--- config.mk ---
export PLATFORM = sky130hd
export DESIGN_NAME = risc_ice_v_reset_sequencer_flat
export DESIGN_NICKNAME = d
export VERILOG_FILES = /design/src/rtl/risc_ice_v_reset_sequencer_if.sv /design/src/rtl/risc_ice_v_reset_sequencer.sv /design/src/flat_wrapper.sv
export SDC_FILE = /design/constraint.sdc
export NUM_CORES = 1
export LEC_CHECK = 0
export CAP_MARGIN = 20
export CORE_AREA = 3 3 62 64
export DETAILED_ROUTE_END_ITERATION = 6
export DIE_AREA = 0 0 65 67
export GPL_ROUTABILITY_DRIVEN = 0
export GPL_TIMING_DRIVEN = 0
export PLACE_DENSITY_LB_ADDON = 0.3
export SLEW_MARGIN = 25
export SYNTH_ARGS = -nofsm -noshare
export SYNTH_HDL_FRONTEND = slang
export SYNTH_SLANG_ARGS = --single-unit
--- constraint.sdc ---
create_clock -name clock -period 2.2 [get_ports clock]
set_clock_uncertainty 0.05 [all_clocks]
set_input_delay 0.33 -clock clock [delete_from_list [all_inputs] [get_ports clock]]
set_output_delay 0.33 -clock clock [all_outputs]
set_load 0.03 [all_outputs]
--- src/rtl/risc_ice_v_reset_sequencer_if.sv ---
// PLL-lock input and staged reset outputs of the 50 MHz reset sequencer.
// The master side owns the lock/request inputs; the slave is the sequencer.
interface risc_ice_v_reset_sequencer_if;
    logic       pll_locked;
    logic       force_reset;
    logic       rst_memory;
    logic       rst_cpuunit;
    logic       rst_copro;
    logic       system_ready;
    logic [7:0] lock_lost_count;

    modport master (
        output pll_locked, force_reset,
        input  rst_memory, rst_cpuunit, rst_copro, system_ready, lock_lost_count
    );

    modport slave (
        input  pll_locked, force_reset,
        output rst_memory, rst_cpuunit, rst_copro, system_ready, lock_lost_count
    );
endinterface

--- src/rtl/risc_ice_v_reset_sequencer.sv ---
// Synchronises PLL lock, waits for a stable interval, then releases memory,
// CPU-subunit and co-processor resets in order; any abort re-asserts all three.
module risc_ice_v_reset_sequencer #(
    parameter int SYNC_STAGES        = 2,
    parameter int LOCK_STABLE_CYCLES = 1024,
    parameter int STAGE_GAP          = 16
) (
    input logic                          clock,
    input logic                          reset,
    risc_ice_v_reset_sequencer_if.slave  seqBus
);

    typedef enum logic [2:0] {
        WAIT_LOCK,
        STABLE,
        MEM_UP,
        CPU_UP,
        RUN
    } seqStateT;

    localparam logic [15:0] LOCK_LAST = 16'(LOCK_STABLE_CYCLES - 1);
    localparam logic [15:0] GAP_LAST  = 16'(STAGE_GAP - 1);

    logic [SYNC_STAGES-1:0] syncChain;
    logic                   lockedS;

    seqStateT    state, stateNext;
    logic [15:0] cnt, cntNext;
    logic        rstMem, rstMemNext;
    logic        rstCpu, rstCpuNext;
    logic        rstCopro, rstCoproNext;
    logic        ready, readyNext;
    logic [7:0]  lostCount, lostCountNext;
    logic        abort;

    function automatic logic [7:0] satInc(input logic [7:0] v);
        return (v == 8'hFF) ? v : v + 8'd1;
    endfunction

    always_ff @(posedge clock or posedge reset) begin
        if (reset) begin
            syncChain <= '0;
        end else begin
            syncChain <= {syncChain[SYNC_STAGES-2:0], seqBus.pll_locked};
        end
    end

    assign lockedS = syncChain[SYNC_STAGES-1];

    always_ff @(posedge clock or posedge reset) begin
        if (reset) begin
            state     <= WAIT_LOCK;
            cnt       <= '0;
            rstMem    <= 1'b1;
            rstCpu    <= 1'b1;
            rstCopro  <= 1'b1;
            ready     <= 1'b0;
            lostCount <= '0;
        end else begin
            state     <= stateNext;
            cnt       <= cntNext;
            rstMem    <= rstMemNext;
            rstCpu    <= rstCpuNext;
            rstCopro  <= rstCoproNext;
            ready     <= readyNext;
            lostCount <= lostCountNext;
        end
    end

    // Abort wins over any stage advance evaluated in the same cycle.
    always_comb begin
        stateNext     = state;
        cntNext       = cnt;
        rstMemNext    = rstMem;
        rstCpuNext    = rstCpu;
        rstCoproNext  = rstCopro;
        readyNext     = ready;
        lostCountNext = lostCount;
        abort         = (state != WAIT_LOCK) && (!lockedS || seqBus.force_reset);

        if (abort) begin
            stateNext    = WAIT_LOCK;
            cntNext      = '0;
            rstMemNext   = 1'b1;
            rstCpuNext   = 1'b1;
            rstCoproNext = 1'b1;
            readyNext    = 1'b0;
            if (!lockedS && (state inside {MEM_UP, CPU_UP, RUN})) begin
                lostCountNext = satInc(lostCount);
            end
        end else begin
            case (state)
                WAIT_LOCK: begin
                    cntNext      = '0;
                    rstMemNext   = 1'b1;
                    rstCpuNext   = 1'b1;
                    rstCoproNext = 1'b1;
                    readyNext    = 1'b0;
                    if (lockedS && !seqBus.force_reset) begin
                        stateNext = STABLE;
                    end
                end
                STABLE: begin
                    if (cnt == LOCK_LAST) begin
                        stateNext  = MEM_UP;
                        cntNext    = '0;
                        rstMemNext = 1'b0;
                    end else begin
                        cntNext = cnt + 16'd1;
                    end
                end
                MEM_UP: begin
                    if (cnt == GAP_LAST) begin
                        stateNext  = CPU_UP;
                        cntNext    = '0;
                        rstCpuNext = 1'b0;
                    end else begin
                        cntNext = cnt + 16'd1;
                    end
                end
                CPU_UP: begin
                    if (cnt == GAP_LAST) begin
                        stateNext    = RUN;
                        cntNext      = '0;
                        rstCoproNext = 1'b0;
                        readyNext    = 1'b1;
                    end else begin
                        cntNext = cnt + 16'd1;
                    end
                end
                RUN: begin
                    stateNext = RUN;
                end
                default: begin
                    stateNext = WAIT_LOCK;
                end
            endcase
        end
    end

    assign seqBus.rst_memory      = rstMem;
    assign seqBus.rst_cpuunit     = rstCpu;
    assign seqBus.rst_copro       = rstCopro;
    assign seqBus.system_ready    = ready;
    assign seqBus.lock_lost_count = lostCount;

endmodule

--- src/flat_wrapper.sv ---
// flat-port wrapper written by rule: the top's interface ports become plain ports
module risc_ice_v_reset_sequencer_flat 
#(
    parameter int SYNC_STAGES        = 2,
    parameter int LOCK_STABLE_CYCLES = 1024,
    parameter int STAGE_GAP          = 16
)
  (clock, reset, seqBus_pll_locked, seqBus_force_reset, seqBus_rst_memory, seqBus_rst_cpuunit, seqBus_rst_copro, seqBus_system_ready, seqBus_lock_lost_count);
  risc_ice_v_reset_sequencer_if seqBus_i ();
  input logic clock;
  input logic reset;
  input wire logic [$bits(seqBus_i.pll_locked)-1:0] seqBus_pll_locked;
  input wire logic [$bits(seqBus_i.force_reset)-1:0] seqBus_force_reset;
  output wire logic [$bits(seqBus_i.rst_memory)-1:0] seqBus_rst_memory;
  output wire logic [$bits(seqBus_i.rst_cpuunit)-1:0] seqBus_rst_cpuunit;
  output wire logic [$bits(seqBus_i.rst_copro)-1:0] seqBus_rst_copro;
  output wire logic [$bits(seqBus_i.system_ready)-1:0] seqBus_system_ready;
  output wire logic [$bits(seqBus_i.lock_lost_count)-1:0] seqBus_lock_lost_count;
  assign seqBus_i.pll_locked = seqBus_pll_locked;
  assign seqBus_i.force_reset = seqBus_force_reset;
  assign seqBus_rst_memory = seqBus_i.rst_memory;
  assign seqBus_rst_cpuunit = seqBus_i.rst_cpuunit;
  assign seqBus_rst_copro = seqBus_i.rst_copro;
  assign seqBus_system_ready = seqBus_i.system_ready;
  assign seqBus_lock_lost_count = seqBus_i.lock_lost_count;
  risc_ice_v_reset_sequencer #(.SYNC_STAGES(SYNC_STAGES), .LOCK_STABLE_CYCLES(LOCK_STABLE_CYCLES), .STAGE_GAP(STAGE_GAP)) u_core (.clock(clock), .reset(reset), .seqBus(seqBus_i));
endmodule
==> implementation parameters, run 1 <==
Parameter                              Value

Critical path
  Largest fanout on the critical path ... 9
  RR Startpoint ... u_core.cnt[11]
  Ordered list of cells on the worst path ... clkdlybuf4s50_1, and3b_1, clkbuf_1, nor4b_2, nand4_1, xor2_1, nor2_1
  Setup slack on the worst flop-to-flop path ... ~110 ps
  Longest individual stage delay on the worst path ... about 620 ps
  Critical path arrival ... 2270 ps
  Critical path destination ... u_core.cnt[9]
  Type of element capturing the critical path ... flop
  Cell depth of the worst flop-to-flop path ... 5
  Worst flop-to-flop path endpoint ... u_core.cnt[2]
  Crit start category ... input pin
  Critical path data required time ... roughly 2400 ps
  Standard cell with the maximum stage delay on the critical path ... sky130_fd_sc_hd__nor4b_2
  Critical path launch point ... seqBus_force_reset
  Class of the most critical setup path ... in2reg

Floorplan
  Initial Util ... about half
  Die outline area ... between 4000 and 5000 um2
  Total number of placement rows ... 21
  IO Pins ... 16
  Core Region ... about 3300 um2
  Horiz. Die Dim ... roughly 65 um
  Height of the chip ... approximately 67 um

Layout
  Fraction of layout cells with a size suffix above 1 ... between 20% and 30%
  Nets@finish ... roughly 190
  Area growth from synthesis to layout ... 22.9%
  Final standard cell count with taps included and fillers excluded ... between 200 and 250
  Number of inserted diodes ... 0
  Fin util ... between 60% and 70%

Power and ir drop
  Internal power contribution ... between 700 and 800 uW
  Sequential group share of total power ... 62.1%
  Total leakage power ... around 0.85 nW
  Combinational group share of total power ... 3.7%
  Power per standard cell area ... about 490 nW/um2
  Switching pwr ... ~210 uW
  Switching portion of total power ... approximately 21%
  Proportion of power drawn by the clock network ... 34.2%
  Worst VDD drop ... roughly 320 uV

Synth
  Post-synthesis sequential element count ... 33
  Async set-or-reset flop fraction in the synthesized netlist ... 100%
  Leading cell types by total area after synthesis ... sky130_fd_sc_hd__dfrtp_1, sky130_fd_sc_hd__xor2_1, sky130_fd_sc_hd__dfstp_2, sky130_fd_sc_hd__nor2_1, sky130_fd_sc_hd__xnor2_1
  Leading cell type by number of instances after synthesis ... sky130_fd_sc_hd__dfrtp_1
  Mean instance size in the synthesized netlist ... ~11 um2
  Number of library cell types mapped by synthesis ... 42
  Net count after synthesis ... between 150 and 200
  Seq/Total Area, Yosys ... around half
  Most common flop cell mapped by yosys ... sky130_fd_sc_hd__dfrtp_1
  Post-synthesis instance area ... about 1600 um2
  EDFF count, synth ... 0
  Synthesis Warnings ... 0
  Cell types with the highest counts after synthesis ... sky130_fd_sc_hd__dfrtp_1, sky130_fd_sc_hd__nor2_1, sky130_fd_sc_hd__nand2_1
  Library cell with the largest summed area after synthesis ... sky130_fd_sc_hd__dfrtp_1
  Synthesized netlist cell count ... approximately 160
  Proportion of netlist area held by the largest area contributor ... a little under half

Hold path
  Tightest Hold Check Type ... reg2reg

Timing
  Slew headroom ... about 55%
  Final Hold Fails ... 0
  Post-layout minimum cycle time ... 2110 ps
  Max Transition Viols Final ... 0
  Fmax ... around 470 MHz
  Actual transition at the worst max-transition pin ... around 670 ps
  Final-report setup violation count ... 0
  RSZ-0062 raised after global routing ... yes
  Share of the clock period used by the worst path ... between 90% and 100%

Clock tree
  CTS tree ... built
  Maximum level of the CTS H-tree ... 2
  Maximum clock insertion buffer count ... 2
  Number of sinks handled by clock tree synthesis ... 33
  Worst-Skew Late Latency ... roughly 320 ps
  Number of hold buffers added after cts ... 0
  CTS clk-pin slew, worst paths ... ~90 ps
  Root Buffer ... sky130_fd_sc_hd__clkbuf_4
  Cts bufs inserted ... 5

Run
  Number of maximum-capacitance constraint violations ... 0

Placed design
  Port Buffers ... 15
  Total placed cells including tap cells ... around 220
  Estimated wirelength of the detail-placed design ... approximately 2200 um

Routing
  Wire length after detailed routing ... just over 3000 um
  Post-route ant nets ... 0
  TritonRoute pass-1 iters ... 6
  Routed vias/inst ... 5.32
  Post-route DRC violation count ... 0
  Routed length per instance ... about 13 um
  Number of vias in the routed layout ... 1230
  Number of DRC violations after detailed-routing iteration 0 ... between 80 and 90

GRT
  Wire length of the first global-routing pass ... 5550 um
  Antenna violations before repair ... 0
  Pin count of the biggest net entering global routing ... 34
  Global-route congestion overflow total ... 0
  Global router's overall resource usage ... 16.9%
  Via count of the first global-routing pass ... between 1000 and 1500

Outcome
  Status ... finished, final reports clean
==> per-layer routing <==
layer  up-vias  share of wire, %  track usage (%)
li1        611                 -                -
met1       592                45             20.4
met2        22                50             28.5
met3         5               3.4             5.73
met4         0               1.0             4.75
met5         -                 0                0
==> how the worst min path moves through the flow <==
stage | from | to | depth (start not counted)
floorplan | u_core.syncChain[0] | u_core.syncChain[1] | 0
global placement | u_core.syncChain[0] | u_core.syncChain[1] | 0
detailed placement | u_core.syncChain[0] | u_core.syncChain[1] | 0
CTS | u_core.syncChain[0] | u_core.syncChain[1] | 0
global route | u_core.syncChain[0] | u_core.syncChain[1] | 0
finish | u_core.syncChain[0] | u_core.syncChain[1] | 0
==> layout make-up <==
type                       instances  area, um2
fill                             280       1330
sequential                        33        831
multi-input combinational        114        821
timing repair buffer              23        210
tap                               46       57.6
clock buffer                       7       55.1
buffer                             5       22.5
inverter                           3       11.3
==> kinds of logic after synthesis <==
family,count (synthesis),share of synthesized area (%)
XOR/XNOR,19,10.2
multiplexers,3,2.07
adder cells (fa/ha/maj),2,1.53
flip-flops,33,50.8
AND/OR/NAND/NOR,72,23.7
buffers and inverters,8,1.91
AO/OA/AOI/OAI,18,9.80
==> sequential cells by signal, summed over array words and instances, names as in the netlist <==
| signal | cells |
|---|---|
| u_core.state | 3 |
| u_core.seqBus.rst_copro | 1 |
| u_core.syncChain | 2 |
| u_core.cnt | 16 |
| u_core.seqBus.lock_lost_count | 8 |
| u_core.seqBus.rst_memory | 1 |
| u_core.seqBus.system_ready | 1 |
| u_core.seqBus.rst_cpuunit | 1 |
==> critical path, delay by kind of cell <==
family	cells	cell delay [ps]
AND/OR/NAND/NOR	4	1050
XOR/XNOR	1	170
buffers and inverters	2	740
==> power by group through the flow <==
stage | Clock [mW] | Sequential (mW) | Combinational (mW)
after CTS | 0.352 | 0.612 | 0.0359
after floorplan | 0 | 0.623 | 0.0226
final | 0.337 | 0.612 | 0.0360
after global routing | 0.385 | 0.613 | 0.0408
after global placement | 0 | 0.623 | 0.0332
after detailed placement | 0 | 0.623 | 0.0348
==> stage by stage <==
stage	power, mW	hold slack [ps]	TNS [ps]	instance area [um2]	worst slack (ps)
after floorplan	0.645	281	0	1630	142
after global placement	0.657	290	-2740	1840	-466
after detailed placement	0.658	302	-3020	1840	-501
after CTS	1.00	319	0	1930	3.82
after global routing	1.04	330	0	2010	0.0682
final	0.985	306	0	2010	94.7
==> repair_timing <==
item,in CTS,in global routing
pin swaps,0,6
gates resized for setup,2,10
buffers inserted,2,6
setup endpoints to repair,9,20
cloned,0,0
==> placed cells by master, fill, tap and decap left out, types with 2 or more instances in the layout <==
cell and instances:
sky130_fd_sc_hd__o31ai_1 2, sky130_fd_sc_hd__nand3_1 8, sky130_fd_sc_hd__a21oi_1 3, sky130_fd_sc_hd__inv_1 2, sky130_fd_sc_hd__clkdlybuf4s50_1 15, sky130_fd_sc_hd__a22o_1 2
sky130_fd_sc_hd__nand2b_1 2, sky130_fd_sc_hd__clkbuf_1 5, sky130_fd_sc_hd__dfstp_2 3, sky130_fd_sc_hd__o211ai_1 2, sky130_fd_sc_hd__a21o_1 2, sky130_fd_sc_hd__clkbuf_4 6
sky130_fd_sc_hd__nand2_1 13, sky130_fd_sc_hd__dfrtp_1 29, sky130_fd_sc_hd__nand4_1 5, sky130_fd_sc_hd__nor2b_1 2, sky130_fd_sc_hd__mux2_2 3, sky130_fd_sc_hd__nor2_1 20
sky130_fd_sc_hd__xnor2_1 8, sky130_fd_sc_hd__buf_4 8, sky130_fd_sc_hd__xor2_1 11, sky130_fd_sc_hd__and3_1 4
Power figures use the tool's default switching activity.
==> run 2: changes to the inputs <==
--- a/config.mk
+++ b/config.mk
@@ -9,7 +9,6 @@
 export CORE_AREA = 3 3 62 64
 export DETAILED_ROUTE_END_ITERATION = 6
 export DIE_AREA = 0 0 65 67
-export GPL_ROUTABILITY_DRIVEN = 0
 export GPL_TIMING_DRIVEN = 0
 export PLACE_DENSITY_LB_ADDON = 0.3
 export SLEW_MARGIN = 25
==> results of run 2 <==
The final DEF is identical to that of run 1; final timing and power are the same.
